--- config.mk ---
export PLATFORM = sky130hd
export DESIGN_NAME = coin_acceptor_flat
export DESIGN_NICKNAME = d
export VERILOG_FILES = /design/src/rtl/coin_pkg.sv /design/src/rtl/coin_acceptor_if.sv /design/src/rtl/coin_debounce.sv /design/src/rtl/coin_acceptor.sv /design/src/flat_wrapper.sv
export SDC_FILE = /design/constraint.sdc
export NUM_CORES = 1
export LEC_CHECK = 0
export CAP_MARGIN = 20
export CELL_PAD_IN_SITES_DETAIL_PLACEMENT = 1
export CELL_PAD_IN_SITES_GLOBAL_PLACEMENT = 2
export CORE_MARGIN = 3
export CORE_UTILIZATION = 33
export CTS_CLUSTER_SIZE = 8
export DETAILED_ROUTE_END_ITERATION = 8
export GPL_TIMING_DRIVEN = 0
export PLACE_DENSITY = 0.79
export SYNTH_ARGS = -nofsm -noshare
export SYNTH_HDL_FRONTEND = slang
export SYNTH_SLANG_ARGS = --single-unit
--- constraint.sdc ---
create_clock -name clk -period 1.4 [get_ports clk]
set_input_delay 0.28 -clock clk [delete_from_list [all_inputs] [get_ports clk]]
set_output_delay 0.28 -clock clk [all_outputs]
set_load 0.01 [all_outputs]
--- src/rtl/coin_pkg.sv ---
// rtl/coin_pkg.sv - shared channel indices and arbiter state type for the coin acceptor
package coin_pkg;

  localparam int NUM_CH = 3;

  localparam int CH_N = 0;
  localparam int CH_D = 1;
  localparam int CH_Q = 2;

  typedef enum logic {
    IDLE = 1'b0,
    GAP  = 1'b1
  } arb_state_e;

endpackage

--- src/rtl/coin_acceptor_if.sv ---
// rtl/coin_acceptor_if.sv - coin sensor inputs and drink-FSM pulse outputs
interface coin_acceptor_if;

  logic       coin_n_raw;
  logic       coin_d_raw;
  logic       coin_q_raw;
  logic       inhibit;
  logic       n;
  logic       d;
  logic       q;
  logic [2:0] pending;
  logic       overrun;

  modport master (
    output coin_n_raw, coin_d_raw, coin_q_raw, inhibit,
    input  n, d, q, pending, overrun
  );

  modport slave (
    input  coin_n_raw, coin_d_raw, coin_q_raw, inhibit,
    output n, d, q, pending, overrun
  );

endinterface

--- src/rtl/coin_debounce.sv ---
// rtl/coin_debounce.sv - per-channel two-flop synchroniser, counting debouncer and rise detect
// rise_o is combinational so the pending latch sets on the same edge deb flips high.
module coin_debounce
  import coin_pkg::*;
#(
  parameter int DEBOUNCE_CYCLES = 4,
  parameter int CNT_W           = 3
) (
  input  logic clk,
  input  logic reset,
  input  logic raw_i,
  output logic rise_o
);

  localparam logic [CNT_W-1:0] CNT_LAST = CNT_W'(DEBOUNCE_CYCLES - 1);

  logic             sync1_q;
  logic             sync2_q;
  logic             deb_q;
  logic             deb_d;
  logic [CNT_W-1:0] cnt_q;
  logic [CNT_W-1:0] cnt_d;

  always_comb begin
    deb_d = deb_q;
    cnt_d = '0;
    if (sync2_q != deb_q) begin
      if (cnt_q == CNT_LAST) begin
        deb_d = sync2_q;
      end else begin
        cnt_d = cnt_q + 1'b1;
      end
    end
  end

  assign rise_o = deb_d & ~deb_q;

  always_ff @(posedge clk) begin
    if (reset) begin
      sync1_q <= 1'b0;
      sync2_q <= 1'b0;
      deb_q   <= 1'b0;
      cnt_q   <= '0;
    end else begin
      sync1_q <= raw_i;
      sync2_q <= sync1_q;
      deb_q   <= deb_d;
      cnt_q   <= cnt_d;
    end
  end

endmodule

--- src/rtl/coin_acceptor.sv ---
// rtl/coin_acceptor.sv - debounced coin latching and serialised one-hot n/d/q pulse arbiter
// Priority q > d > n; a GAP state forces one idle cycle between consecutive pulses.
module coin_acceptor
  import coin_pkg::*;
#(
  parameter int DEBOUNCE_CYCLES = 4,
  parameter int CNT_W           = 3
) (
  input  logic            clk,
  input  logic            reset,
  coin_acceptor_if.slave  bus
);

  logic [NUM_CH-1:0] raw;
  logic [NUM_CH-1:0] rise;
  logic [NUM_CH-1:0] grant;
  logic [NUM_CH-1:0] pending_q;
  logic [NUM_CH-1:0] pending_d;
  logic [NUM_CH-1:0] pulse_q;
  logic              overrun_q;
  logic              overrun_d;
  arb_state_e        state_q;

  assign raw = {bus.coin_q_raw, bus.coin_d_raw, bus.coin_n_raw};

  for (genvar ch = 0; ch < NUM_CH; ch++) begin : g_deb
    coin_debounce #(
      .DEBOUNCE_CYCLES (DEBOUNCE_CYCLES),
      .CNT_W           (CNT_W)
    ) u_deb (
      .clk    (clk),
      .reset  (reset),
      .raw_i  (raw[ch]),
      .rise_o (rise[ch])
    );
  end

  always_comb begin
    grant = '0;
    if (state_q == IDLE && !bus.inhibit) begin
      if (pending_q[CH_Q]) begin
        grant[CH_Q] = 1'b1;
      end else if (pending_q[CH_D]) begin
        grant[CH_D] = 1'b1;
      end else if (pending_q[CH_N]) begin
        grant[CH_N] = 1'b1;
      end
    end
  end

  // A rise on a channel being granted this edge re-arms it without counting as lost.
  assign pending_d = (pending_q & ~grant) | rise;
  assign overrun_d = overrun_q | (|(rise & pending_q & ~grant));

  always_ff @(posedge clk) begin
    if (reset) begin
      state_q   <= IDLE;
      pulse_q   <= '0;
      pending_q <= '0;
      overrun_q <= 1'b0;
    end else begin
      pending_q <= pending_d;
      overrun_q <= overrun_d;
      case (state_q)
        IDLE: begin
          pulse_q <= grant;
          if (|grant) begin
            state_q <= GAP;
          end
        end
        GAP: begin
          pulse_q <= '0;
          state_q <= IDLE;
        end
        default: begin
          pulse_q <= '0;
          state_q <= IDLE;
        end
      endcase
    end
  end

  assign bus.n       = pulse_q[CH_N];
  assign bus.d       = pulse_q[CH_D];
  assign bus.q       = pulse_q[CH_Q];
  assign bus.pending = pending_q;
  assign bus.overrun = overrun_q;

endmodule

--- src/flat_wrapper.sv ---
// flat-port wrapper written by rule: the top's interface ports become plain ports
module coin_acceptor_flat import coin_pkg::*;
#(
  parameter int DEBOUNCE_CYCLES = 4,
  parameter int CNT_W           = 3
)
  (clk, reset, bus_coin_n_raw, bus_coin_d_raw, bus_coin_q_raw, bus_inhibit, bus_n, bus_d, bus_q, bus_pending, bus_overrun);
  coin_acceptor_if bus_i ();
  input  logic clk;
  input  logic reset;
  input wire logic [$bits(bus_i.coin_n_raw)-1:0] bus_coin_n_raw;
  input wire logic [$bits(bus_i.coin_d_raw)-1:0] bus_coin_d_raw;
  input wire logic [$bits(bus_i.coin_q_raw)-1:0] bus_coin_q_raw;
  input wire logic [$bits(bus_i.inhibit)-1:0] bus_inhibit;
  output wire logic [$bits(bus_i.n)-1:0] bus_n;
  output wire logic [$bits(bus_i.d)-1:0] bus_d;
  output wire logic [$bits(bus_i.q)-1:0] bus_q;
  output wire logic [$bits(bus_i.pending)-1:0] bus_pending;
  output wire logic [$bits(bus_i.overrun)-1:0] bus_overrun;
  assign bus_i.coin_n_raw = bus_coin_n_raw;
  assign bus_i.coin_d_raw = bus_coin_d_raw;
  assign bus_i.coin_q_raw = bus_coin_q_raw;
  assign bus_i.inhibit = bus_inhibit;
  assign bus_n = bus_i.n;
  assign bus_d = bus_i.d;
  assign bus_q = bus_i.q;
  assign bus_pending = bus_i.pending;
  assign bus_overrun = bus_i.overrun;
  coin_acceptor #(.DEBOUNCE_CYCLES(DEBOUNCE_CYCLES), .CNT_W(CNT_W)) u_core (.clk(clk), .reset(reset), .bus(bus_i));
endmodule
* Yosys cells after proc, flatten, opt, wreduce, memory -nomap -nowiden *
Cells that the tools add are included.

word-level totals
  flip-flop bits (word level) = 26
  output and inout bits = 7
  word-level logic and storage cells = 63

operators by class
  reductions and logical operators = 7
  add/subtract/negate cells = 3
  multiplexer cells = 15
  equal/unequal tests = 6
  bitwise gates (word level) = 16

operator list
  kind                 count
  $reduce_or 3->1      5
  $mux 1               11
  $add 3x1->3 const B  3
  $and 3x3->3          3
  $eq 3x2->1 const B   3
  $not 1->1            7
  $pmux 3 s2           1
  $and 1x1->1          3
  $mux 3               1
  $ne 1x1->1           3
  $not 3->3            1
  $or 3x3->3           1
  $mux 2               1
  $pmux 1 s2           1
  $logic_and 1x1->1    1
  $logic_not 1->1      1
  $or 1x1->1           1

* Depth between registers and ports, before layout *
  depth in word-level cells = 8
  mapped depth = 5
  depth with buffers taken out = 5

* Modules after synthesis *
Synthesis repeated with hierarchy kept, for this count alone.

unflattened totals
  cells, all modules = 84
  area total of the unflattened synthesis = 927.1 um2

modules (own cells, without submodules)
  module         cells an instance  instances  area each (um2)
  coin_debounce  19                 3          216.5
  coin_acceptor  27                 1          277.8

* Least setup slack after synthesis *
No wires, ideal clock.

  kind = register to register
  start point = reg u_core.g_deb[1].u_deb.cnt_q[0]
  end point = reg u_core.g_deb[1].u_deb.cnt_q[0]
  path slack = 133 ps
  cell stages (with the launch flop) = 5
  setup time = 63 ps
  period minus slack after synthesis = 1267 ps
  data required time = 1337 ps
  arrival time = 1205 ps
  path buffers = 0
  cell sequence = dfxtp_1 -> ha_1 -> ha_1 -> or3_4 -> nor2_2

on the way
  cells in the longest elaborated chain, start to end = 2
  elaborated cells between the ends (all ways) = 3
  classes of those cells = 1 x add/sub; 1 x eq/ne; 1 x reduce/logical

ends and longest elaborated chain
  item                                                 RTL line             source
  start, declared                                      coin_debounce.sv:21  logic [CNT_W-1:0] cnt_q;
  start signal, assigned                               coin_debounce.sv:48  cnt_q <= cnt_d;
  branches (longest 2 deep; another with $add 3x1->3)  -

Several ways; the timed one is not identified.
A chain may end at the register's enable or synchronous reset.

* Worst setup path after layout *
  start point = reg u_core.g_deb[2].u_deb.cnt_q[0]
  end point = reg u_core.overrun_q, in the netlist u_core.bus.overrun

on the way
  cells in the longest elaborated chain, start to end = 8

ends and longest elaborated chain
  item                       RTL line             source
  start, declared            coin_debounce.sv:21
  start signal, assigned     coin_debounce.sv:48
  $eq 3x2->1                 coin_debounce.sv:28  if (cnt_q == CNT_LAST) begin
  $mux 1                     coin_debounce.sv:28
  $mux 1                     coin_debounce.sv:27  if (sync2_q != deb_q) begin
  $and 1x1->1                coin_debounce.sv:36  assign rise_o = deb_d & ~deb_q;
  $and 3x3->3 (2 in series)  coin_acceptor.sv:53  assign overrun_d = overrun_q | (|(rise & pending_q & ~grant));
  $reduce_or 3->1            coin_acceptor.sv:53
  $or 1x1->1                 coin_acceptor.sv:53
  end signal, assigned       coin_acceptor.sv:63  overrun_q <= overrun_d;
  end, declared              coin_acceptor.sv:20  logic overrun_q;

No other way between the ends.

==> flow_summary.toml <==
[outcome]
outcome = "finished, final reports clean"

[sta]
maxSlewViolCount = 0
setup_viol = 0
period_share = 0.950
finalHoldViolCount = 0
worst_pin_slew_ps = 459
slew_headroom = 0.694
final.min_clock_period_ps = 1330
skew_ps = 0.541
max_freq_mhz = 751

[pwr]
total_power_mw = 1.10
p_leak_nw = 0.447
worst_ir_drop_vdd_mv = 0.601
pwr_density_cell_mw_per_mm2 = 989

[clock_tree]
clk_pin_slew_ps = 130
clock_latency_ps = 310
cts_root_buf = "clkbuf_4"
cts.sinks = 26
cts_tree = "built"
cts_buffers = 3
ctsHoldBuffers = 0
cts_max_path_buffers = 2
htree_levels = 1
cts_setup_buffers = 0
cts_resized = 12

[global_routing]
gr-usage-met1 = 0.120
grtUsageMet2 = 0.170
use_met3 = 0.0197
grt_pass1_wl_um = 2650
grt_busiest_layer = "met2"
grt_pass1_vias = 653
overflow = 0
globalRouteTotalUtil = 0.100
grt_max_degree = 14
antenna_found_initial = 0

[cells_and_area]
final_util = 0.434
nFillCells = 283
diodes = 0
drive_above_1_share = 0.127
syn_to_final_growth_pct = 20.8
layout.area.seq_um2 = 529
fin_nets = 116
multi_input_area_um2 = 383

[logic_synthesis]
synthTopCellsByCount = "dfxtp_1, nor2_1, inv_1"
netlist_instances = 87
yosysMostFrequentCell = "dfxtp_1"
ys_top_cells_by_area = "dfxtp_1, ha_1, nor2_1"
synth_area_per_cell_um2 = 10.6
ys_async_sr_fraction = 0
ys_types = 23
synth_ff_type = "dfxtp_1"
synth_edf_count = 0
synth_top_area_frac = 0.564
yosysTopAreaCell = "dfxtp_1"
ys_seq_area_frac = 0.564
ys_ff_latch = 26
synth_area_um2 = 922
ys_warn_count = 0
syn_nets = 99

[setup_path]
cp_top_family = "adder cells"
arrival_ps = 1520
crit_required_ps = 1590
slowest_stage = "dfxtp_1"
critPathCaptureType = "flip-flop"
r2r_setup_slack_ps = 70
slowest_delay_ps = 340
crit_top_cell = "ha_1"
cp_cell_sequence = "ha_1 > ha_1 > and3b_1 > a21oi_2 > a31oi_1"
r2r_end = "u_core.bus.overrun"
r2r-start = "u_core.g_deb[2].u_deb.cnt_q[0]"
worstSetupPathType = "flip-flop to flip-flop"
path_max_fanout = 3
ff2ff_path_depth = 5
cp_num_buf_inv = 0
worstSetupStartpointType = "flip-flop"

[worst_hold_path]
hp-class = "flip-flop to flip-flop"
min_from = "u_core.g_deb[0].u_deb.cnt_q[0]"
whs_path_depth = 1
holdPathEnd = "u_core.g_deb[0].u_deb.cnt_q[0]"

[route]
ant_nets = 0
drt_pre_antenna_iters = 3
wl_per_cell_um = 11.6
drc_errors = 0
via_per_inst = 4.71
via_count = 622
drtIter0Drc = 2
wirelength_um = 1530

[flow_run]
max_cap_violations = 0

[die]
dieArea_mm2 = 0.00346
die_height_um = 58.9
start_util = 0.359
die_x_um = 58.9
io_pins = 13
core-area_mm2 = 0.00257
rows = 18

[placement]
dpl.hpwl_um = 1150
place_congestion = 0.635
portBuffers = 12
worst max path at each step:
stage | startpoint | end | slack [ps] | depth (start not counted)
finish | u_core.g_deb[2].u_deb.cnt_q[0] | u_core.bus.overrun | 70 | 5
CTS | u_core.g_deb[1].u_deb.cnt_q[0] | u_core.g_deb[1].u_deb.cnt_q[2] | 20 | 4
floorplan | u_core.g_deb[1].u_deb.cnt_q[0] | u_core.g_deb[1].u_deb.cnt_q[0] | 130 | 4
global placement | reset | u_core.g_deb[0].u_deb.deb_q | -180 | 3
global route | u_core.g_deb[2].u_deb.cnt_q[0] | u_core.bus.overrun | -10 | 5
detailed placement | reset | u_core.g_deb[2].u_deb.deb_q | -250 | 3
power by group:
part	switching [mW]	internal, mW
Clock	0.206	0.101
Combinational	0.0185	0.0236
Sequential	0.00541	0.747
Total	0.230	0.871
layer usage:
| layer | up-vias | share of wire |
|---|---|---|
| met4 | 0 | 0 |
| met5 | - | 0 |
| met1 | 294 | 0.47 |
| met3 | 0 | 0.049 |
| met2 | 11 | 0.48 |
| li1 | 317 | - |
cell families after synthesis:
kind of cell | share of synthesized area
adder cells (fa/ha/maj) | 0.0814
AND/OR/NAND/NOR | 0.199
multiplexers | 0.0326
XOR/XNOR | 0.0285
AO/OA/AOI/OAI | 0.0611
flip-flops | 0.564
buffers and inverters | 0.0326
final cells by class:
type                       instances  share of cell area
sequential                        26               0.475
inverter                           7              0.0236
timing repair buffer              12               0.100
tap                               30              0.0337
buffer                             1             0.00337
multi-input combinational         53               0.344
clock buffer                       3              0.0202
sequential cells by signal, indices dropped and copies added, names as in the netlist:
signal / count
u_core.g_deb.u_deb.deb_q: 3
u_core.g_deb.u_deb.sync1_q: 3
u_core.bus.pending: 3
u_core.g_deb.u_deb.cnt_q: 9
u_core.bus.overrun: 1
u_core.pulse_q: 3
u_core.state_q: 1
u_core.g_deb.u_deb.sync2_q: 3
cells in the final DEF (no fill, tap or decap), types with 2 or more instances in the layout:
| cell | count |
|---|---|
| ha_1 | 5 |
| xnor2_1 | 3 |
| inv_1 | 7 |
| dfxtp_1 | 23 |
| nor2_1 | 13 |
| and3b_1 | 2 |
| o31a_1 | 2 |
| dfxtp_4 | 2 |
| a31oi_1 | 2 |
| clkbuf_4 | 3 |
| nor2_2 | 3 |
| dlygate4sd2_1 | 7 |
| nor2b_1 | 6 |
| mux2i_1 | 3 |
| or3_4 | 2 |
| clkdlybuf4s50_1 | 5 |
stage by stage:
| stage | setup WS (ps) | setup TNS, ps | instances | hold slack, ps | cell area [um2] |
|---|---|---|---|---|---|
| 3_5_place_dp | -253 | -3640 | 129 | 413 | 1080 |
| 3_3_place_gp | -184 | -2810 | 129 | 408 | 1080 |
| 5_1_grt | -9.92 | -9.92 | 132 | 454 | 1110 |
| 2_1_floorplan | 133 | 0 | 87 | 352 | 922 |
| 6_report | 69.3 | 0 | 132 | 430 | 1110 |
| 4_1_cts | 23.9 | 0 | 132 | 435 | 1100 |
(Power assumes the default switching activity.)
